`config.mk`:
```
export PLATFORM = sky130hd
export DESIGN_NAME = fetch_stage
export DESIGN_NICKNAME = d
export VERILOG_FILES = /design/src/rtl/fetch_stage_pkg.sv /design/src/rtl/fetch_fifo.sv /design/src/rtl/fetch_stage.sv
export SDC_FILE = /design/constraint.sdc
export NUM_CORES = 1
export LEC_CHECK = 0
export BUFFER_PORTS_ARGS = -buffer_cell sky130_fd_sc_hd__buf_4
export CAP_MARGIN = 20
export CORE_UTILIZATION = 45
export DETAILED_ROUTE_END_ITERATION = 10
export GPL_TIMING_DRIVEN = 1
export PLACE_DENSITY = 0.65
export REMOVE_ABC_BUFFERS = 1
export SYNTH_ARGS = -nofsm -noshare
export SYNTH_HDL_FRONTEND = slang
export SYNTH_SLANG_ARGS = --single-unit
```
`constraint.sdc`:
```
create_clock -name clk -period 9.1 [get_ports clk]
set_input_delay 1.82 -clock clk [delete_from_list [all_inputs] [get_ports clk]]
set_output_delay 1.82 -clock clk [all_outputs]
set_load 0.02 [all_outputs]
```
`src/rtl/fetch_stage_pkg.sv`:
```
// Shared fetch-pipeline types and constants: NOP encoding, default reset PC
// and the {pc, instr, misalign} entry carried through the prefetch buffer.
package fetch_stage_pkg;

  localparam logic [31:0] NOP_INSTR        = 32'h0000_0013;
  localparam logic [31:0] DEFAULT_RESET_PC = 32'h0000_0000;

  typedef struct packed {
    logic [31:0] pc;
    logic [31:0] instr;
    logic        misalign;
  } fetch_entry_t;

  function automatic logic [31:0] pc_plus4(input logic [31:0] pc);
    return pc + 32'd4;
  endfunction

endpackage

```
`src/rtl/fetch_fifo.sv`:
```
// Synchronous FIFO of fetch entries with push, pop, flush and occupancy.
// A push in the same cycle as a flush survives the flush.
module fetch_fifo
  import fetch_stage_pkg::*;
#(
  parameter int DEPTH = 2
) (
  input  logic                   clk,
  input  logic                   rst,
  input  logic                   i_push,
  input  logic                   i_pop,
  input  logic                   i_flush,
  input  fetch_entry_t           i_din,
  output fetch_entry_t           o_dout,
  output logic                   o_full,
  output logic                   o_empty,
  output logic [$clog2(DEPTH):0] o_count
);

  localparam int AW = $clog2(DEPTH);

  fetch_entry_t  r_mem [DEPTH];
  logic [AW-1:0] r_rd_ptr;
  logic [AW-1:0] r_wr_ptr;
  logic [AW:0]   r_count;
  logic          w_push;
  logic          w_pop;

  assign o_full  = (r_count == (AW+1)'(DEPTH));
  assign o_empty = (r_count == '0);
  assign o_count = r_count;
  assign o_dout  = r_mem[r_rd_ptr];

  assign w_pop  = i_pop & ~o_empty & ~i_flush;
  assign w_push = i_push & (i_flush | ~o_full | w_pop);

  always_ff @(posedge clk) begin
    if (w_push) r_mem[r_wr_ptr] <= i_din;
  end

  always_ff @(posedge clk) begin
    if (rst) begin
      r_rd_ptr <= '0;
      r_wr_ptr <= '0;
      r_count  <= '0;
    end else if (i_flush) begin
      r_rd_ptr <= r_wr_ptr;
      r_wr_ptr <= r_wr_ptr + AW'(w_push);
      r_count  <= (AW+1)'(w_push);
    end else begin
      r_wr_ptr <= r_wr_ptr + AW'(w_push);
      r_rd_ptr <= r_rd_ptr + AW'(w_pop);
      r_count  <= r_count + (AW+1)'(w_push) - (AW+1)'(w_pop);
    end
  end

endmodule

```
`src/rtl/fetch_stage.sv`:
```
// Instruction-fetch front end: PC register, credit-limited imem requests,
// in-order prefetch buffer and wrong-path drop. Option: FETCH_MISALIGN_CHECK_EN.
module fetch_stage
  import fetch_stage_pkg::*;
#(
  parameter logic [31:0] RESET_PC  = DEFAULT_RESET_PC,
  parameter int          BUF_DEPTH = 2
) (
  input  logic        clk,
  input  logic        rst,
  input  logic        StallF,
  input  logic        PCSrcE,
  input  logic [31:0] PCTargetE,
  output logic        imem_req_valid,
  output logic [31:0] imem_req_addr,
  input  logic        imem_req_ready,
  input  logic        imem_rsp_valid,
  input  logic [31:0] imem_rsp_data,
  output logic [31:0] InstrF,
  output logic [31:0] PCF,
  output logic [31:0] PCP4F,
  output logic        InstrValidF
`ifdef FETCH_MISALIGN_CHECK_EN
  , output logic      InstrMisalignF
`endif
);

  localparam int CW = $clog2(BUF_DEPTH) + 1;

  logic [31:0]  r_pc_q;
  logic [CW-1:0] r_out_q;
  logic [CW-1:0] r_drop_q;

  fetch_entry_t w_head;
  fetch_entry_t w_tag_head;
  fetch_entry_t w_tag_din;
  fetch_entry_t w_buf_din;
  logic          w_empty, w_full, w_tag_full, w_tag_empty;
  logic [CW-1:0] w_occ, w_tag_cnt, w_occ_eff;
  logic [CW:0]   w_used;
  logic          w_pop, w_req_fire, w_rsp_keep, w_req_mis;
  logic [31:0]   w_target;
  logic          w_unused;

  // Low address bits are never fetched; a misaligned target is only tagged.
  assign w_target = {PCTargetE[31:2], 2'b00};

`ifdef FETCH_MISALIGN_CHECK_EN
  logic r_mis_pend;
  logic w_target_mis;
  assign w_target_mis = |PCTargetE[1:0];
  assign w_req_mis    = PCSrcE ? w_target_mis : r_mis_pend;

  always_ff @(posedge clk) begin
    if (rst)             r_mis_pend <= 1'b0;
    else if (w_req_fire) r_mis_pend <= 1'b0;
    else if (PCSrcE)     r_mis_pend <= w_target_mis;
  end

  assign InstrMisalignF = InstrValidF & w_head.misalign;
  assign w_unused = ^{w_tag_head.instr, w_tag_cnt, w_tag_full, w_tag_empty, w_full};
`else
  assign w_req_mis = 1'b0;
  assign w_unused  = ^{w_tag_head.instr, w_tag_cnt, w_tag_full, w_tag_empty, w_full,
                       PCTargetE[1:0], w_head.misalign};
`endif

  assign InstrValidF = ~w_empty;
  assign w_pop       = InstrValidF & ~StallF & ~PCSrcE;

  // A redirect flushes the buffer this cycle, so its entries free their credit now.
  assign w_occ_eff      = PCSrcE ? '0 : w_occ;
  assign w_used         = {1'b0, r_out_q} + {1'b0, w_occ_eff} - (CW+1)'(w_pop);
  assign imem_req_valid = ~rst & (w_used < (CW+1)'(BUF_DEPTH));
  assign imem_req_addr  = PCSrcE ? w_target : r_pc_q;
  assign w_req_fire     = imem_req_valid & imem_req_ready;

  assign w_rsp_keep = imem_rsp_valid & (r_drop_q == '0) & ~PCSrcE;

  assign w_tag_din = '{pc: imem_req_addr, instr: 32'd0, misalign: w_req_mis};
  assign w_buf_din = '{pc: w_tag_head.pc, instr: imem_rsp_data, misalign: w_tag_head.misalign};

  fetch_fifo #(.DEPTH(BUF_DEPTH)) u_tag_q (
    .clk     (clk),
    .rst     (rst),
    .i_push  (w_req_fire),
    .i_pop   (w_rsp_keep),
    .i_flush (PCSrcE),
    .i_din   (w_tag_din),
    .o_dout  (w_tag_head),
    .o_full  (w_tag_full),
    .o_empty (w_tag_empty),
    .o_count (w_tag_cnt)
  );

  fetch_fifo #(.DEPTH(BUF_DEPTH)) u_buf (
    .clk     (clk),
    .rst     (rst),
    .i_push  (w_rsp_keep),
    .i_pop   (w_pop),
    .i_flush (PCSrcE),
    .i_din   (w_buf_din),
    .o_dout  (w_head),
    .o_full  (w_full),
    .o_empty (w_empty),
    .o_count (w_occ)
  );

  // drop_q counts old-path requests still in flight; the redirect-cycle response is already gone.
  always_ff @(posedge clk) begin
    if (rst) begin
      r_pc_q   <= RESET_PC;
      r_out_q  <= '0;
      r_drop_q <= '0;
    end else begin
      if (w_req_fire)  r_pc_q <= pc_plus4(imem_req_addr);
      else if (PCSrcE) r_pc_q <= w_target;
      r_out_q <= r_out_q + CW'(w_req_fire) - CW'(imem_rsp_valid);
      if (PCSrcE)
        r_drop_q <= r_out_q - CW'(imem_rsp_valid);
      else if (imem_rsp_valid && (r_drop_q != '0))
        r_drop_q <= r_drop_q - CW'(1);
    end
  end

  assign InstrF = InstrValidF ? w_head.instr : NOP_INSTR;
  assign PCF    = InstrValidF ? w_head.pc    : r_pc_q;
  assign PCP4F  = pc_plus4(PCF);

endmodule
```
* Word level (Yosys, flattened, before mapping) *
Memory sizes are Yosys's and may differ from the RTL's. A register that Yosys moved wholly into a read port is not among the register bits.
Index checks and enable logic that the tools add are counted.

storage, ports and cells
  register bits after elaboration = 44
  bits in latches = 0
  bits in writable memories = 194
  ROM bits = 0
  output and inout port bits = 130
  memories kept = 2

memory list
  memory         depth  width  read ports  clocked after memory_dff  write ports  line              source
  u_buf.r_mem    2      65     1           1                         1            fetch_fifo.sv:22  fetch_entry_t r_mem [DEPTH];
  u_tag_q.r_mem  2      32     1           1                         1            fetch_fifo.sv:22

cells by class
  add/sub/neg operators = 16
  multiply operators = 0
  divide/modulo/power cells = 0
  $lt $le $gt $ge = 1
  eq/ne operators = 2
  shift operators = 0
  muxes and demuxes = 17
  bitwise operators = 23
  reductions and logical operators = 7

operators with widths
  operator                                                               count
  32-bit two-way mux                                                     4
  32-bit by 3-bit adder with 32-bit output (second input constant)       2
  1-bit bitwise AND                                                      12
  1-bit two-way mux                                                      10
  2-bit by 1-bit subtractor with 2-bit output                            4
  1-bit NOT                                                              7
  2-bit by 1-bit adder with 2-bit output                                 3
  2-bit zero test                                                        3
  2-bit two-way mux                                                      3
  1-bit adder                                                            4
  2-bit == test (second input constant)                                  2
  1-bit OR                                                               4
  2-bit nonzero test                                                     2
  2-bit by 2-bit adder with 3-bit output                                 1
  3-bit by 2-bit < comparator with 1-bit output (second input constant)  1
  3-bit by 1-bit subtractor with 3-bit output                            1
  2-bit OR reduction                                                     1
  2-bit by 1-bit subtractor with 2-bit output (second input constant)    1
  1-bit logical AND                                                      1

* Logic depth before layout (Yosys ltp) *
  word-level depth = 12
  mapped depth = 19

* By module *
Synthesis repeated with hierarchy kept, for this count alone.

second synthesis, totals
  cell total of the unflattened synthesis = 952
  area, all modules = 13909.6 um^2

by module, submodules not included
  module       times used  cells an instance  area each (um^2)  seq. area each (um^2)
  fetch_fifo   2           228                5049.8            3983.8
  fetch_stage  1           496                3809.9            720.7

* Worst setup path before layout *
OpenSTA, ideal clock, no wires.

  kind = input-to-output
  start point = in PCSrcE
  end point = out imem_req_valid
  arrival = 4.792 ns
  data required time = 7.280 ns
  path slack = 2.488 ns
  stages on the path = 12
  cell sequence = buf_2 > buf_4 > buf_4 > clkbuf_1 > clkbuf_1 > clkbuf_1 > nor3_1 > ha_1 > nand2b_1 > fa_1 > xnor2_1 > nor3b_1

between the ends
  cells in the longest elaborated chain, start to end = 5

ends and longest elaborated chain
  element                                                                      line                                  source
  start: declaration                                                           fetch_stage.sv:12                     input logic PCSrcE,
  2-bit two-way mux or 1-bit NOT (tied branches)                               fetch_stage.sv:72, fetch_stage.sv:69
  2-bit by 2-bit adder with 3-bit output or 1-bit bitwise AND (tied branches)  fetch_stage.sv:73, fetch_stage.sv:69
  3-bit by 1-bit subtractor with 3-bit output *                                fetch_stage.sv:73                     assign w_used = {1'b0, r_out_q} + {1'b0, w_occ_eff} - (CW+1)'(w_pop);
  3-bit by 2-bit < comparator with 1-bit output *                              fetch_stage.sv:74                     assign imem_req_valid = ~rst & (w_used < (CW+1)'(BUF_DEPTH));
  1-bit bitwise AND *                                                          fetch_stage.sv:74
  end: declaration                                                             fetch_stage.sv:14                     output logic imem_req_valid,

Every way passes the cells marked *; elsewhere a longest branch is shown, timed or not.

* Worst setup path after layout *
  start point = reg u_buf.r_count[1], in the netlist u_buf.o_count[1]
  end point = out PCP4F[16]

between the ends
  cells in the longest elaborated chain, start to end = 3

ends and longest elaborated chain
  element                                   line                   source
  start: declaration                        fetch_fifo.sv:25       logic [AW:0] r_count;
  start signal: assignment                  fetch_fifo.sv:49       r_count <= (AW+1)'(w_push);
  start signal: assignment                  fetch_fifo.sv:53       r_count <= r_count + (AW+1)'(w_push) - (AW+1)'(w_pop);
  2-bit zero test                           fetch_fifo.sv:30       assign o_empty = (r_count == '0);
  32-bit two-way mux                        fetch_stage.sv:127     assign PCF = InstrValidF ? w_head.pc : r_pc_q;
  32-bit by 3-bit adder with 32-bit output  fetch_stage_pkg.sv:15  return pc + 32'd4;
  end: declaration                          fetch_stage.sv:21      output logic [31:0] PCP4F,

No other way between the ends.

==> out/metrics.csv <==
metric,value,unit
reg2reg_to,r_pc_q[21],
synthAdderAreaFrac,1.79,%
rsz0062_at_grt,false,
post-place-ws,3.44,ns
n_antenna_cell,0,
nFillCells,1985,
synth_xor_area_share,4.99,%
crit_type,flop to primary output,
cts_tree,built,
synthMuxAreaShare,13.1,%
ys_types,59,
cts_max_level,1,
cts_setup_buffers,0,
cts_buffer_depth,3,
die-area,24800,µm²
cts.sinks,236,
yosys_warnings,0,
tightestPinTransition,1.02,ns
hold_ws,0.476,ns
r2r_cells,12,
drt-initial-drc-count,398,
clk_latency,0.52,ns
leakagePower,5.08,nW
gp_congestion,0.805,
finClkSkew,0.00894,ns
fp.coreArea,23600,µm²
critPathMaxFanout,29,
hpwlAfterDp,16100,µm
yosys.area_share.simple,11.6,%
synth_edf_count,192,
relSlewSlack,31.7,%
reg2reg_from,u_buf.o_count[1],
drc_errors,0,
endpoint,PCP4F[16],
multiInputGateArea,3840,µm²
layout_common_cells,"buf_4 (205), edfxtp_1 (192), mux2i_1 (78), nor2_1 (78), mux2_2 (55)",
hold_viol,0,
grt_max_degree,65,
routedWlPerCell,18.8,µm
cts_root_buffer,clkbuf_16,
cts_hold_buffers,0,
max_freq,0.170,GHz
grt_pass1_vias,6733,
globalRouteTotalUtil,20.0,%
synthTopCellsByArea,"edfxtp_1 (53%), dfxtp_1 (8.1%), mux2i_1 (7.2%)",
io_pins,200,
num-nets-final,1080,
numCtsBuffers,25,
drv_cap,0,
area.sequential,6650,µm²
post_cts_resized,0,
rows,56,
synth_top_area_share,53.0,%
io_buffers,197,
synth-seq-area-share,61.1,%
path_clk_slew,0.06,ns
synth_compound_area_share,3.60,%
ir_drop,0.000102,V
finalSetupTns,0,ns
dieWidth,157,µm
arrival,4.06,ns
fin_ws,3.22,ns
grt.overflow.total,0,
syn_area_per_cell,13.5,µm²
crit_path_end_kind,primary output,
start_util,46.1,%
setup_violations,0,
num_vias,6905,
vias_per_cell,5.18,
syn_area,10900,µm²
crit_required,7.28,ns
yosysTopAreaCell,edfxtp_1,
power.density,208,nW/µm²
power,2.78,mW
synth_top_family_by_area,multiplexers,
syn_to_final_growth,23.0,%
post-route-period-util,64.6,%
ys_ff_latch,236,
maxSlewViolCount,0,
die_h,157,µm
drt_wl_total,25000,µm
drive_gt1_share,32.9,%
r2r_slack,4.66,ns
hold_class,flop to flop,
startpoint_type,flop,
drtPass1Iterations,5,
grt_pass1_wl,37600,µm
synthFlopType,edfxtp_1,
synth_cells,806,
detail-route-antenna-nets,0,
antenna_found_initial,0,
final_common_cell,buf_4,
async_reset_ff_share,0,%
startpoint,u_buf.o_count[1],
status,"finished, final reports clean",
min_period,5.88,ns
[power by group]
part | total (mW) | internal, mW | switching (mW)
combinational | 0.508 | 0.209 | 0.299
sequential | 1.32 | 1.28 | 0.0350
clock | 0.958 | 0.559 | 0.399
total | 2.78 | 2.05 | 0.733
[cell families (layout without fill, tap and decap cells)]
group,Yosys count,in the layout
compound gates,54,54
xor+xnor,62,62
buf+inv,87,295
flops,236,236
mux,135,135
simple gates,217,217
fa+ha+maj,15,15
[flip-flops by register name, indices dropped and copies added, names as in the netlist]
name / cells
r_pc_q: 32
u_tag_q.r_mem: 64
u_buf.r_wr_ptr: 1
u_buf.r_mem: 128
r_out_q: 2
u_buf.r_rd_ptr: 1
u_tag_q.r_wr_ptr: 1
u_buf.o_count: 2
u_tag_q.o_count: 2
r_drop_q: 2
u_tag_q.r_rd_ptr: 1
[critical path, stage by stage (launching register included)]
cell and delay [ns]:
dfxtp_1 0.37, nor2_4 0.05, inv_2 0.68, mux2i_1 0.38, inv_1 0.16, ha_1 0.22, o31a_1 0.14, o21ai_0 0.07
nand4b_1 0.33, nand4b_4 0.39, nor3_1 0.37, xor2_1 0.20, buf_4 0.17
[synthesized netlist by cell type (14+ instances only)]
cell      instances
edfxtp_1        192
nor2_1           78
xnor2_1          47
inv_1            43
dfxtp_1          44
ha_1             14
nor3_1           37
nand2_1          27
xor2_1           15
mux2i_1          78
clkbuf_1         18
mux2_2           55
[area by class of cell]
cell class | instances | area share (%)
repair buffers | 205 | 11.5
inverters | 44 | 1.24
flip-flops and latches | 236 | 49.7
well taps | 319 | 2.98
clock inverters | 10 | 0.571
clock buffers | 36 | 5.21
multi-input cells | 483 | 28.8
[metal layers]
layer  global-route usage (%)  routed length (µm)  vias to the layer above
met4                     5.09                 462                        0
met1                     26.1               11000                     3388
met5                        0                   0                        -
met2                     34.8               12200                      178
li1                         -                   -                     3299
met3                     3.00                1310                       40
[metrics by stage]
stage	util (%)	std cells	cell area, µm²
global placement	53.4	1287	12600
floorplan	-	763	10600
finish	56.6	1333	13400
CTS	56.6	1333	13400
global route	56.6	1333	13400
detailed placement	53.4	1287	12600
[worst min path at each step]
stage	startpoint	to	slack (ns)	depth (start not counted)
after floorplan	r_pc_q[0]	r_pc_q[0]	0.44	1
after global placement	r_pc_q[0]	r_pc_q[0]	0.46	1
after detailed placement	r_pc_q[0]	r_pc_q[0]	0.47	1
after CTS	u_tag_q.r_wr_ptr	u_tag_q.r_rd_ptr	0.48	2
after global routing	r_pc_q[0]	r_pc_q[0]	0.49	1
final	r_pc_q[0]	r_pc_q[0]	0.48	1
(Power assumes the default switching activity.)
